[config.mk]
export PLATFORM = sky130hd
export DESIGN_NAME = cart_checkout_reader
export DESIGN_NICKNAME = d
export VERILOG_FILES = /design/src/rtl/cart_checkout_reader.sv
export SDC_FILE = /design/constraint.sdc
export NUM_CORES = 1
export LEC_CHECK = 0
export CAP_MARGIN = 20
export CORE_MARGIN = 3
export CORE_UTILIZATION = 40
export CTS_BUF_LIST = sky130_fd_sc_hd__clkbuf_16
export DETAILED_ROUTE_END_ITERATION = 12
export GPL_TIMING_DRIVEN = 0
export PLACE_DENSITY_LB_ADDON = 0.08
export SYNTH_ARGS = -nofsm -noshare
export SYNTH_HDL_FRONTEND = slang
export SYNTH_SLANG_ARGS = --single-unit
[constraint.sdc]
create_clock -name clk -period 8.4 [get_ports clk]
set_input_delay 1.68 -clock clk [delete_from_list [all_inputs] [get_ports clk]]
set_output_delay 1.68 -clock clk [all_outputs]
set_load 0.05 [all_outputs]
[src/rtl/cart_checkout_reader.sv]
// Walks every cart slot, streams one line record per occupied slot, then a grand-total record.
// Define CART_CHECKOUT_TAX_EN to add the tax_bp input and a tax record ahead of the total.
module cart_checkout_reader #(
    parameter int NUM_SLOTS = 5,
    parameter int ADDR_W    = 3,
    parameter int PRICE_W   = 16,
    parameter int QTY_W     = 8,
    parameter int TOTAL_W   = 32
) (
    input  logic               clk,
    input  logic               reset,
    input  logic               start,
`ifdef CART_CHECKOUT_TAX_EN
    input  logic [13:0]        tax_bp,
`endif
    output logic               busy,
    output logic               done,
    output logic               slot_rd_en,
    output logic [ADDR_W-1:0]  slot_addr,
    input  logic [PRICE_W-1:0] slot_price,
    input  logic [QTY_W-1:0]   slot_qty,
    output logic               rec_valid,
    input  logic               rec_ready,
    output logic [1:0]         rec_kind,
    output logic               rec_last,
    output logic [ADDR_W-1:0]  rec_index,
    output logic [PRICE_W-1:0] rec_price,
    output logic [QTY_W-1:0]   rec_qty,
    output logic [TOTAL_W-1:0] rec_amount,
    output logic [ADDR_W:0]    item_count,
    output logic               overflow
);
    localparam int AMT_W = PRICE_W + QTY_W;
    localparam logic [TOTAL_W-1:0] MAX_TOTAL = {TOTAL_W{1'b1}};

    localparam logic [2:0] S_IDLE  = 3'd0;
    localparam logic [2:0] S_READ  = 3'd1;
    localparam logic [2:0] S_WAIT  = 3'd2;
    localparam logic [2:0] S_EVAL  = 3'd3;
    localparam logic [2:0] S_EMIT  = 3'd4;
    localparam logic [2:0] S_TAX   = 3'd5;
    localparam logic [2:0] S_TOTAL = 3'd6;
    localparam logic [2:0] S_FIN   = 3'd7;

    logic [2:0]         r_state;
    logic [ADDR_W-1:0]  r_ptr;
    logic [PRICE_W-1:0] r_price;
    logic [QTY_W-1:0]   r_qty;
    logic [TOTAL_W-1:0] r_subtotal;
    logic [ADDR_W:0]    r_item_count;
    logic               r_overflow;
    logic               r_rec_valid;
    logic [1:0]         r_rec_kind;
    logic               r_rec_last;
    logic [ADDR_W-1:0]  r_rec_index;
    logic [PRICE_W-1:0] r_rec_price;
    logic [QTY_W-1:0]   r_rec_qty;
    logic [TOTAL_W-1:0] r_rec_amount;

    logic [AMT_W-1:0]   w_amount;
    logic [TOTAL_W:0]   w_line_sum;
    logic               w_empty;
    logic               w_accept;
    logic               w_last_slot;
    logic               w_advance;

    assign w_amount    = AMT_W'(r_price) * AMT_W'(r_qty);
    assign w_line_sum  = {1'b0, r_subtotal} + (TOTAL_W + 1)'(w_amount);
    assign w_empty     = (r_price == '0) || (r_qty == '0);
    assign w_accept    = r_rec_valid && rec_ready;
    assign w_last_slot = (r_ptr == ADDR_W'(NUM_SLOTS - 1));
    assign w_advance   = ((r_state == S_EVAL) && w_empty) || ((r_state == S_EMIT) && w_accept);

`ifdef CART_CHECKOUT_TAX_EN
    // Restoring divider: shifts subtotal*tax_bp through a remainder against 10000, one bit per cycle.
    localparam int DIV_W = TOTAL_W + 14;
    localparam int CNT_W = $clog2(DIV_W + 1);

    logic [13:0]        r_tax_bp;
    logic [DIV_W-1:0]   r_div_q;
    logic [13:0]        r_div_rem;
    logic [CNT_W-1:0]   r_div_cnt;
    logic [14:0]        w_rem_shift;
    logic               w_rem_ge;
    logic [13:0]        w_rem_next;
    logic               w_tax_clip;
    logic [TOTAL_W-1:0] w_tax_sat;
    logic [TOTAL_W:0]   w_tax_sum;

    assign w_rem_shift = {r_div_rem, r_div_q[DIV_W-1]};
    assign w_rem_ge    = (w_rem_shift >= 15'd10000);
    assign w_rem_next  = w_rem_ge ? 14'(w_rem_shift - 15'd10000) : w_rem_shift[13:0];
    assign w_tax_clip  = |r_div_q[DIV_W-1:TOTAL_W];
    assign w_tax_sat   = w_tax_clip ? MAX_TOTAL : r_div_q[TOTAL_W-1:0];
    assign w_tax_sum   = {1'b0, r_subtotal} + {1'b0, w_tax_sat};
`endif

    always_ff @(posedge clk) begin
        if (reset) begin
            r_state      <= S_IDLE;
            r_ptr        <= '0;
            r_price      <= '0;
            r_qty        <= '0;
            r_subtotal   <= '0;
            r_item_count <= '0;
            r_overflow   <= 1'b0;
            r_rec_valid  <= 1'b0;
            r_rec_kind   <= 2'd0;
            r_rec_last   <= 1'b0;
            r_rec_index  <= '0;
            r_rec_price  <= '0;
            r_rec_qty    <= '0;
            r_rec_amount <= '0;
`ifdef CART_CHECKOUT_TAX_EN
            r_tax_bp     <= '0;
            r_div_q      <= '0;
            r_div_rem    <= '0;
            r_div_cnt    <= '0;
`endif
        end else begin
            case (r_state)
                S_IDLE: if (start) begin
                    r_subtotal   <= '0;
                    r_item_count <= '0;
                    r_overflow   <= 1'b0;
                    r_ptr        <= '0;
`ifdef CART_CHECKOUT_TAX_EN
                    r_tax_bp     <= tax_bp;
`endif
                    r_state      <= S_READ;
                end
                S_READ: r_state <= S_WAIT;
                S_WAIT: begin
                    r_price <= slot_price;
                    r_qty   <= slot_qty;
                    r_state <= S_EVAL;
                end
                S_EVAL: if (!w_empty) begin
                    r_rec_valid  <= 1'b1;
                    r_rec_kind   <= 2'd0;
                    r_rec_last   <= 1'b0;
                    r_rec_index  <= r_ptr;
                    r_rec_price  <= r_price;
                    r_rec_qty    <= r_qty;
                    r_rec_amount <= TOTAL_W'(w_amount);
                    r_subtotal   <= w_line_sum[TOTAL_W] ? MAX_TOTAL : w_line_sum[TOTAL_W-1:0];
                    if (w_line_sum[TOTAL_W]) r_overflow <= 1'b1;
                    r_state      <= S_EMIT;
                end
                S_EMIT: if (w_accept) begin
                    r_rec_valid  <= 1'b0;
                    r_item_count <= r_item_count + (ADDR_W + 1)'(1);
                end
`ifdef CART_CHECKOUT_TAX_EN
                S_TAX: begin
                    if (!r_rec_valid) begin
                        if (r_div_cnt != CNT_W'(DIV_W)) begin
                            r_div_rem <= w_rem_next;
                            r_div_q   <= {r_div_q[DIV_W-2:0], w_rem_ge};
                            r_div_cnt <= r_div_cnt + CNT_W'(1);
                        end else begin
                            r_rec_valid  <= 1'b1;
                            r_rec_kind   <= 2'd1;
                            r_rec_last   <= 1'b0;
                            r_rec_index  <= '0;
                            r_rec_price  <= '0;
                            r_rec_qty    <= '0;
                            r_rec_amount <= w_tax_sat;
                            r_subtotal   <= w_tax_sum[TOTAL_W] ? MAX_TOTAL : w_tax_sum[TOTAL_W-1:0];
                            if (w_tax_clip || w_tax_sum[TOTAL_W]) r_overflow <= 1'b1;
                        end
                    end else if (w_accept) begin
                        r_rec_valid <= 1'b0;
                        r_state     <= S_TOTAL;
                    end
                end
`endif
                // First TOTAL cycle loads the record so rec_valid is low for a cycle after each acceptance.
                S_TOTAL: begin
                    if (!r_rec_valid) begin
                        r_rec_valid  <= 1'b1;
                        r_rec_kind   <= 2'd2;
                        r_rec_last   <= 1'b1;
                        r_rec_index  <= '0;
                        r_rec_price  <= '0;
                        r_rec_qty    <= '0;
                        r_rec_amount <= r_subtotal;
                    end else if (w_accept) begin
                        r_rec_valid <= 1'b0;
                        r_state     <= S_FIN;
                    end
                end
                S_FIN:   r_state <= S_IDLE;
                default: r_state <= S_IDLE;
            endcase

            if (w_advance) begin
                if (w_last_slot) begin
`ifdef CART_CHECKOUT_TAX_EN
                    r_div_q   <= DIV_W'(r_subtotal) * DIV_W'(r_tax_bp);
                    r_div_rem <= '0;
                    r_div_cnt <= '0;
                    r_state   <= S_TAX;
`else
                    r_state   <= S_TOTAL;
`endif
                end else begin
                    r_ptr   <= r_ptr + ADDR_W'(1);
                    r_state <= S_READ;
                end
            end
        end
    end

    assign busy       = (r_state != S_IDLE) && (r_state != S_FIN);
    assign done       = (r_state == S_FIN);
    assign slot_rd_en = (r_state == S_READ);
    assign slot_addr  = r_ptr;
    assign rec_valid  = r_rec_valid;
    assign rec_kind   = r_rec_kind;
    assign rec_last   = r_rec_last;
    assign rec_index  = r_rec_index;
    assign rec_price  = r_rec_price;
    assign rec_qty    = r_rec_qty;
    assign rec_amount = r_rec_amount;
    assign item_count = r_item_count;
    assign overflow   = r_overflow;
endmodule

# Yosys cells after proc, flatten, opt, wreduce, memory -nomap -nowiden
# Index checks and enable logic that the tools add are counted.
# classes
add_sub_neg	3
n_mul	1
n_eq_ne	18
muxes	45
n_reduce_logical	20
# ops
operator	n
32-bit 2-to-1 mux	5
32-bit case mux with 2 select lines	2
3-bit 2-to-1 mux	12
32-bit by 24-bit adder with 33-bit output	1
16-bit 2-to-1 mux	2
16-bit case mux with 2 select lines	1
16-bit by 8-bit multiplier with 24-bit output	1
3-bit case mux with 6 select lines	1
16-bit logical NOT	1
8-bit 2-to-1 mux	2
8-bit case mux with 2 select lines	1
3-bit != test, second input constant	5
3-bit == test, second input constant	4
2-bit != test, second input constant	6
3-bit AND reduction	4
1-bit 2-to-1 mux	9
8-bit logical NOT	1
4-bit 2-to-1 mux	2
4-bit case mux with 2 select lines	1
3-bit by 2-bit == test with 1-bit output, second input constant	2
3-bit case mux with 2 select lines	1
2-bit nonzero test	3
3-bit nonzero test	2
5-bit AND reduction	1
other kinds (11)	17
# totals
reg_bits	130
in_bits	28
output_inout_bits	74
word_cells	101

# Logic depth before layout (Yosys ltp)
# Gate-level depths: netlist of run 1.
# logic_depth
depth_word	6
depth_mapped	30

# Worst setup path after synthesis of run 1
# No wires, ideal clock.
# synth_path
kind	register -> register
start	register r_qty[6]
end	register r_subtotal[26]
setup_time_ns	0.122
t_arrival_ns	6.431
required_ns	8.278
slack_ns	1.847
stages_incl_launch_ff	29
cell_sequence	dfxtp_1 clkbuf_1 clkbuf_1 and2_1 fa_1 fa_1 fa_1 inv_1 fa_1 inv_1 ha_1 buf_6 a211o_1 a21oi_1 o22a_1 o21ai_2 a211oi_2 nor4b_1 nand4b_1 ha_1 and3_1 a221oi_1 o21a_1 o221ai_2 and3_1 buf_6 and3_4 mux2i_1 nor2_1
# synth_between
elab_chain_cells	5
elab_cells_between_ends	9
cone_classes	add/sub: 1; mul: 1; eq/ne: 1; mux: 3; reduce/logical: 3
# synth_lines
element	line	source
start: declaration	48	logic [QTY_W-1:0] r_qty;
start signal: assignment	135	r_qty <= slot_qty;
16-bit by 8-bit multiplier with 24-bit output	67	assign w_amount = AMT_W'(r_price) * AMT_W'(r_qty);
32-bit by 24-bit adder with 33-bit output	68	assign w_line_sum = {1'b0, r_subtotal} + (TOTAL_W + 1)'(w_amount);
32-bit 2-to-1 mux	146	r_subtotal <= w_line_sum[TOTAL_W] ? MAX_TOTAL : w_line_sum[TOTAL_W-1:0];
32-bit 2-to-1 mux	138	S_EVAL: if (!w_empty) begin
32-bit case mux with 2 select lines	121	case (r_state)
end signal: assignment	146	
end: declaration	49	logic [TOTAL_W-1:0] r_subtotal;
# Parallel ways exist; a longest one is shown, timed or not. The select of a mux whose other input is x is not followed.
# A chain may end at the register's enable or synchronous reset.

# Final worst setup path of run 1
# layout_path
start	register r_qty[2]
end	register r_subtotal[19]
# Same word-level chain as after synthesis.

==> results of run 1 <==
[cell usage in the layout, fill, tap and decap left out, types with 7 or more instances in the layout]
cell type        synthesis  final
nand2_1                200    200
a21oi_1                132    132
dfxtp_1                128    128
inv_1                  121    121
clkdlybuf4s50_1          0     99
and2_1                  91     91
fa_1                    85     85
nor2_1                  73     73
ha_1                    72     72
clkbuf_1                68     68
nand3_1                 44     44
a311oi_1                30     30
xor2_1                  22     22
o21ai_0                 21     21
nor3_1                  21     21
a211oi_1                18     18
clkbuf_16                0     17
xnor2_1                 16     16
a21o_1                  15     15
buf_1                   11     11
and3_1                  10     10
nand4_1                  9      9
buf_2                    8      8
nor4_1                   7      7
a31oi_1                  7      7
[logic make-up (layout without fill, tap and decap cells)]
logic type                 after synthesis  after routing  synth area share [%]
adders and majority gates              157            157                  24.7
xor gates and xnor gates                39             39                  3.31
AOI/OAI and AO/OA                      278            278                  17.3
DFF                                    128            128                  24.3
buffers and inverters                  212            343                  7.85
other                                    1              1                0.0355
and+or+nand+nor                        486            486                  22.0
muxes                                    6              6                 0.569
[per-stage QoR]
stage / hold slack (ns) / worst slack, ns
finish: 0.451 / 0.652
global route: 0.483 / 0.158
CTS: 0.451 / 0.694
detailed placement: 0.442 / 0.737
global placement: 0.442 / 0.711
floorplan: 0.440 / 1.85
[Yosys cell counts, types with 18 or more instances]
| cell | number | area [um^2] |
|---|---|---|
| nor3_1 | 21 | 105 |
| a311oi_1 | 30 | 263 |
| inv_1 | 121 | 454 |
| clkbuf_1 | 68 | 255 |
| o21ai_0 | 21 | 105 |
| nand2_1 | 200 | 751 |
| fa_1 | 85 | 1700 |
| dfxtp_1 | 128 | 2560 |
| a21oi_1 | 132 | 661 |
| ha_1 | 72 | 901 |
| nor2_1 | 73 | 274 |
| xor2_1 | 22 | 193 |
| and2_1 | 91 | 569 |
| nand3_1 | 44 | 220 |
| a211oi_1 | 18 | 135 |
[routing by layer]
metal	global-route usage, %	up-vias
li1	-	4626
met1	32.3	4571
met2	39.5	253
met3	3.33	44
met4	6.19	0
met5	0	-
[registers in the layout (all words and copies together) (netlist names)]
name	count
item_count	4
rec_kind	1
r_state	3
rec_amount	32
rec_price	16
rec_qty	8
r_price	16
overflow	1
r_qty	8
slot_addr	3
rec_index	3
r_subtotal	32
rec_valid	1
[power by group through the flow]
stage / Sequential, uW / Clock [uW] / Combinational, uW
2_1_floorplan: 668 / 0 / 183
3_3_place_gp: 653 / 0 / 320
3_5_place_dp: 653 / 0 / 319
4_1_cts: 639 / 763 / 321
5_1_grt: 641 / 791 / 351
6_report: 639 / 753 / 322
[layout make-up]
type,instances,area [um^2],share of cell area (%)
tap,330,413,3.29
multi-input combinational,967,7160,57.1
inverter,121,454,3.62
sequential,128,2560,20.4
buffer,91,374,2.98
timing repair buffer,99,991,7.90
clock buffer,17,425,3.39
clock inverter,15,160,1.28
[critical path: cells and delay by family (launching register included)]
family	cells	cell delay (ns)
flops	1	0.30
buf+inv	5	1.37
simple gates	5	1.09
fa+ha+maj	6	2.71
compound gates	9	2.09
[worst paths after layout]
kind | to | slack (ns) | cells after the start
worst max-delay path | r_subtotal[19] | 0.65 | 25
worst min-delay path | rec_price[13] | 0.45 | 2
worst min register to register | rec_price[13] | 0.45 | 2
worst max register to register | r_subtotal[19] | 0.65 | 25
==> qor.tcl, run 1 <==
set qor(ioPinCount) 102
set qor(detail_route.vias_per_cell) 5.37
set qor(maxCapViolCount) 0
set qor(finalSetupViolations) 0
set qor(dieArea_mm2) 0.0284
set qor(ys_async_sr_fraction_pct) 0
set qor(yosysWarningCount) 0
set qor(floorplan.initialDensity_pct) 41.3
set qor(internal-power_uw) 1120
set qor(timing.final.max_slew_violations) 0
set qor(grt_max_degree) 17
set qor(root_buffer) {clkbuf_16}
set qor(synth-seq-cells) 128
set qor(cpMostUsedCell) {fa_1}
set qor(layout_min_cycle_time_ns) 7.75
set qor(vdd_ir_drop_max_mv) 0.115
set qor(hold_path.class) {register to register}
set qor(core_area_mm2) 0.0255
set qor(synth_enable_flop_cells) 0
set qor(post_layout_nonfiller_instances) 1768
set qor(total_routing_usage_reported_by_global_routing_pct) 23.7
set qor(gpl.final_weighted_congestion) 0.880
set qor(syn-mean-instance-area_um2) 8.07
set qor(syn_inst) 1307
set qor(p_total_uw) 1710
set qor(ctsLongestPathBuffers) 2
set qor(critPathKind) {register to register}
set qor(detail_route.wirelength.met1_um) 15100
set qor(worst_path_largest_cell_delay_ns) 0.54
set qor(worstMarginPinSlew_ns) 0.916
set qor(top_layer) {met4}
set qor(sw_frac_of_total_pct) 34.6
set qor(synthesized_cell_area_mm2) 0.0106
set qor(cts_tree) {yes}
set qor(count_of_unique_library_cells_instantiated_by_yosys) 75
set qor(clk-insertion-delay-late_ns) 0.44
set qor(total_met2_wirelength_after_detailed_routing_um) 15800
set qor(drtAntennaViolNets) 0
set qor(place_inst) 1736
set qor(cp-start-kind) {register}
set qor(detailed_place_hpwl_um) 25100
set qor(clock_tree.htree_level_count) 4
set qor(io_buffers) 99
set qor(clk_pin_slew_worst_setup_hold_paths_ns) 0.07
set qor(critical-path-slowest-cell) {fa_1}
set qor(nNetsFinal) 1610
set qor(cts.hold.buffers_added) 0
set qor(ys.flop_type) {dfxtp_1}
set qor(hold_viol) 0
set qor(rows) 58
set qor(postCtsSetupRepairBufs) 0
set qor(worst_hold_startpoint) {rec_price[13]}
set qor(final_core_util_pct) 49.1
set qor(post_cts.resized_instances) 0
set qor(final_min_period_over_clock_period_pct) 92.2
set qor(power_per_cell_area_mw_per_mm2) 137
set qor(worst_r2r_startpoint) {r_qty[2]}
set qor(power_frac_seq_pct) 37.3
set qor(final_cell_area_mm2) 0.0125
set qor(power.net_switching_uw) 594
set qor(power.leakage_uw) 0.00523
set qor(grt.overflow.total) 0
set qor(slew-limit-headroom_pct) 38.4
set qor(portion_of_the_post_synthesis_area_used_by_sequential_elements_pct) 24.3
set qor(power.share.clock_pct) 43.9
set qor(num_antenna_cells) 0
set qor(combinationalPowerShare_pct) 18.8
set qor(drc) 0
set qor(fmaxAchievable_ghz) 0.129
set qor(global_route_wire_length_before_repair_um) 53300
set qor(setup_repair_after_global_routing_missed_its_margin) {false}
set qor(areaGrowthSynthToFinish_pct) 18.9
set qor(die_width_um) 168
set qor(wl_per_cell_um) 18.7
set qor(worstPathArrival_ns) 8.02
set qor(die_h_um) 168
set qor(wirelength_um) 33100
set qor(cp-end-kind) {register}
set qor(cts.sink_count) 128
set qor(top_fanout_value_on_the_critical_path) 10
set qor(antenna_found_initial) 0
set qor(timing.clock.skew_ns) 0.0186
set qor(cts_buffers) 17
set qor(num_vias) 9494
set qor(grt_pass1_vias) 9593
set qor(startpoint_of_the_most_critical_setup_path) {r_qty[2]}
set qor(num-fill-cells) 2583
set qor(synth_fp_nets) 1492
set qor(drt_pre_antenna_iters) 5
set qor(share_of_final_layout_standard_cells_stronger_than_drive_strength_1_pct) 4.66
set qor(timing.critical_path.required_ns) 8.67
set qor(placed_area_mm2) 0.0120
set qor(detail_route.iter0.violations) 637
set qor(final.setup.tns_ns) 0
set qor(wl_met3_um) 1570
set qor(outcome) {finished, final reports clean}
(Power assumes the default switching activity.)
==> run 2: changes to the inputs <==
--- a/config.mk
+++ b/config.mk
@@ -6,7 +6,6 @@
 export NUM_CORES = 1
 export LEC_CHECK = 0
 export CAP_MARGIN = 20
-export CORE_MARGIN = 3
 export CORE_UTILIZATION = 40
 export CTS_BUF_LIST = sky130_fd_sc_hd__clkbuf_16
 export DETAILED_ROUTE_END_ITERATION = 12
@@ -15,3 +14,4 @@
 export SYNTH_ARGS = -nofsm -noshare
 export SYNTH_HDL_FRONTEND = slang
 export SYNTH_SLANG_ARGS = --single-unit
+export TNS_END_PERCENT = 10
==> constraint.sdc (replaced) <==
create_clock -name clk -period 9.25 [get_ports clk]
set_input_delay 1.85 -clock clk [delete_from_list [all_inputs] [get_ports clk]]
set_output_delay 1.85 -clock clk [all_outputs]
set_load 0.05 [all_outputs]
==> run 2 against run 1 <==
Net effect:
- combinational power down 9.0%
- flip-flop and latch count unchanged
- worst hold slack better by 0.0040 ns
- critical path depth up 1
- via count down 0.17%
- maximum frequency down 1.9%
- sequential power down 9.2%
- critical endpoint is now r_subtotal[9]
==> qor.tcl, run 2 (synthesis gave the netlist of run 1 again) <==
set qor(outcome) {finished, final reports clean}
set qor(power_per_cell_area_mw_per_mm2) 123 ;# -10%
set qor(timing.clock.skew_ns) 0.0133 ;# -0.00528 ns
set qor(postCtsSetupRepairBufs) 0 ;# unchanged
set qor(final_min_period_over_clock_period_pct) 85.4 ;# -6.8 points
set qor(total_routing_usage_reported_by_global_routing_pct) 25.0 ;# +1.4 points
set qor(timing.critical_path.required_ns) 9.52 ;# +0.85 ns
set qor(critical-path-slowest-cell) {clkbuf_1}
set qor(worst_slack_setup_final_ns) 1.35 ;# +0.696 ns
set qor(setup_repair_after_global_routing_missed_its_margin) {false}
set qor(ioPinCount) 102 ;# unchanged
set qor(antenna_found_initial) 0 ;# unchanged
set qor(clock_tree.htree_level_count) 4 ;# unchanged
set qor(vdd_ir_drop_max_mv) 0.0892 ;# -23%
set qor(drt_pre_antenna_iters) 5 ;# unchanged
set qor(io_buffers) 99 ;# unchanged
set qor(cp-end-kind) {register}
set qor(clk_pin_slew_worst_setup_hold_paths_ns) 0.07 ;# about the same
set qor(die_width_um) 164 ;# -2.4%
set qor(fmaxAchievable_ghz) 0.127 ;# -1.9%
set qor(root_buffer) {clkbuf_16}
set qor(timing.rr.end) {r_subtotal[9]}
set qor(internal-power_uw) 1010 ;# -9.7%
set qor(maxCapViolCount) 0 ;# unchanged
set qor(wl_per_cell_um) 18.5 ;# -1.0%
set qor(cts_tree) {yes}
set qor(grt.overflow.total) 0 ;# unchanged
set qor(hold_viol) 0 ;# unchanged
set qor(worstMarginPinSlew_ns) 0.896 ;# -0.0204 ns
set qor(global_route_wire_length_before_repair_um) 51300 ;# -3.7%
set qor(cts.hold.buffers_added) 0 ;# unchanged
set qor(areaGrowthSynthToFinish_pct) 18.7
set qor(worst_path_dominant_cell_family) {adder cells}
set qor(mostFrequentLayoutCell) {nand2_1}
set qor(final_cell_area_mm2) 0.0125 ;# -0.12%
set qor(top_library_cells_by_usage_in_the_layout_fill_and_taps_aside) {nand2_1 (200), a21oi_1 (132), dfxtp_1 (128), inv_1 (121), clkdlybuf4s50_1 (99)}
set qor(worst_path_largest_cell_delay_ns) 0.55 ;# about the same
set qor(ctsLongestPathBuffers) 2 ;# unchanged
set qor(critPathKind) {register to register}
set qor(cp-start-kind) {register}
set qor(detail_route.iter0.violations) 632 ;# -0.78%
set qor(rows) 59 ;# +1.7%
set qor(grt_max_degree) 17 ;# unchanged
set qor(share_of_final_layout_standard_cells_stronger_than_drive_strength_1_pct) 4.66 ;# unchanged
set qor(startpoint_of_the_most_critical_setup_path) {r_qty[3]}
set qor(core_area_mm2) 0.0260 ;# +1.7%
set qor(worst_r2r_startpoint) {r_qty[3]}
set qor(power.net_switching_uw) 527 ;# -11%
set qor(dieArea_mm2) 0.0270 ;# -4.7%
set qor(cts_buffers) 17 ;# unchanged
set qor(drc) 0 ;# unchanged
set qor(r2r_setup_slack_ns) 1.35 ;# +0.70 ns
set qor(layout_min_cycle_time_ns) 7.90 ;# +0.154 ns
set qor(clk-insertion-delay-late_ns) 0.43 ;# about the same
set qor(cp_num_cells) 26 ;# +4.0%
set qor(hold_path.class) {register to register}
set qor(slew-limit-headroom_pct) 39.8 ;# +1.4 points
set qor(finalSetupViolations) 0 ;# unchanged
set qor(worstPathArrival_ns) 8.17 ;# +0.15 ns
set qor(grt_pass1_vias) 9187 ;# -4.2%
set qor(power.leakage_uw) 0.00521 ;# -0.27%
set qor(cts.sink_count) 128 ;# unchanged
set qor(r2r_worst_path_depth) 26 ;# +4.0%
set qor(power_frac_seq_pct) 37.7 ;# +0.4 points
set qor(num_antenna_cells) 0 ;# unchanged
set qor(top_fanout_value_on_the_critical_path) 10 ;# unchanged
set qor(combinationalPowerShare_pct) 19.1 ;# +0.3 points
set qor(timing.final.max_slew_violations) 0 ;# unchanged
set qor(drtAntennaViolNets) 0 ;# unchanged
set qor(sw_frac_of_total_pct) 34.3 ;# -0.37 points
set qor(detailedPlace.worstSlack_ns) 1.43 ;# +0.689 ns
set qor(floorplan.initialDensity_pct) 40.6 ;# -0.70 points
set qor(post_cts.resized_instances) 0 ;# unchanged
set qor(final.setup.tns_ns) 0 ;# unchanged
set qor(cpMostUsedCell) {fa_1}
set qor(nNetsFinal) 1610 ;# unchanged
set qor(path_buf_inv) 6 ;# +1
set qor(placed_area_mm2) 0.0120 ;# about the same
set qor(detail_route.vias_per_cell) 5.35 ;# -0.45%
set qor(detailed_place_hpwl_um) 24800 ;# -1.2%
set qor(num_vias) 9478 ;# -0.17%
set qor(final_core_util_pct) 48.2 ;# -0.89 points
set qor(wirelength_um) 32800 ;# -0.72%
set qor(gpl.final_weighted_congestion) 0.907 ;# +3.0%
set qor(worstSetupEndpoint) {r_subtotal[9]}
set qor(die_h_um) 164 ;# -2.4%
set qor(power.share.clock_pct) 43.2 ;# -0.7 points
set qor(fin_worst_hold_slack_ns) 0.455 ;# +0.00402 ns
## run 2: layer usage
| layer | GRT usage [%] | up-vias | part of all wire, % |
|---|---|---|---|
| met2 | 41.4 | 239 | 47 |
| met5 | 0 | - | 0 |
| li1 | - | 4629 | - |
| met4 | 5.92 | 0 | 1.4 |
| met3 | 2.94 | 31 | 4.1 |
| met1 | 34.7 | 4579 | 47 |
## run 2: layout make-up
class | instances | area [um^2]
flip-flops and latches | 128 | 2560
clock inverters | 15 | 139
fillers | 2621 | 13500
plain buffers | 91 | 374
clock buffers | 17 | 425
inverters | 121 | 454
multi-input cells | 967 | 7160
well taps | 335 | 419
repair buffers | 99 | 991
## run 2: worst min-delay path by stage
stage                   startpoint              to  slack (ns)  cells after the start
finish               rec_price[12]   rec_price[12]        0.45                      2
global route            rec_qty[7]      rec_qty[7]        0.47                      2
CTS                   rec_index[1]    rec_index[1]        0.45                      2
detailed placement    rec_price[5]    rec_price[5]        0.45                      2
global placement     rec_price[12]   rec_price[12]        0.44                      2
floorplan           r_subtotal[30]  rec_amount[30]        0.44                      2
## run 2: power groups by stage
stage	clock network (uW)	logic, uW	registers [uW]
2_1_floorplan	0	166	607
6_report	665	293	580
5_1_grt	696	319	583
3_3_place_gp	0	290	593
3_5_place_dp	0	291	593
4_1_cts	674	293	581
## run 2: per-stage QoR
stage                     instances  total power, uW
after floorplan                1307              773
after global placement         1741              882
after detailed placement       1741              884
after CTS                      1773             1550
after global routing           1773             1600
final                          1773             1540
## run 2: worst min-delay path, stage by stage, from the launching register on
cell,delay (ns)
dfxtp_1,0.31
nand2_1,0.05
a21oi_1,0.05
==> run 3: changes to the inputs <==
--- a/config.mk
+++ b/config.mk
@@ -11,6 +11,7 @@
 export DETAILED_ROUTE_END_ITERATION = 12
 export GPL_TIMING_DRIVEN = 0
 export PLACE_DENSITY_LB_ADDON = 0.08
+export SETUP_SLACK_MARGIN = 0.05
 export SYNTH_ARGS = -nofsm -noshare
 export SYNTH_HDL_FRONTEND = slang
 export SYNTH_SLANG_ARGS = --single-unit
==> results of run 3 <==
Final layout, timing and power as in run 2 (identical DEF).
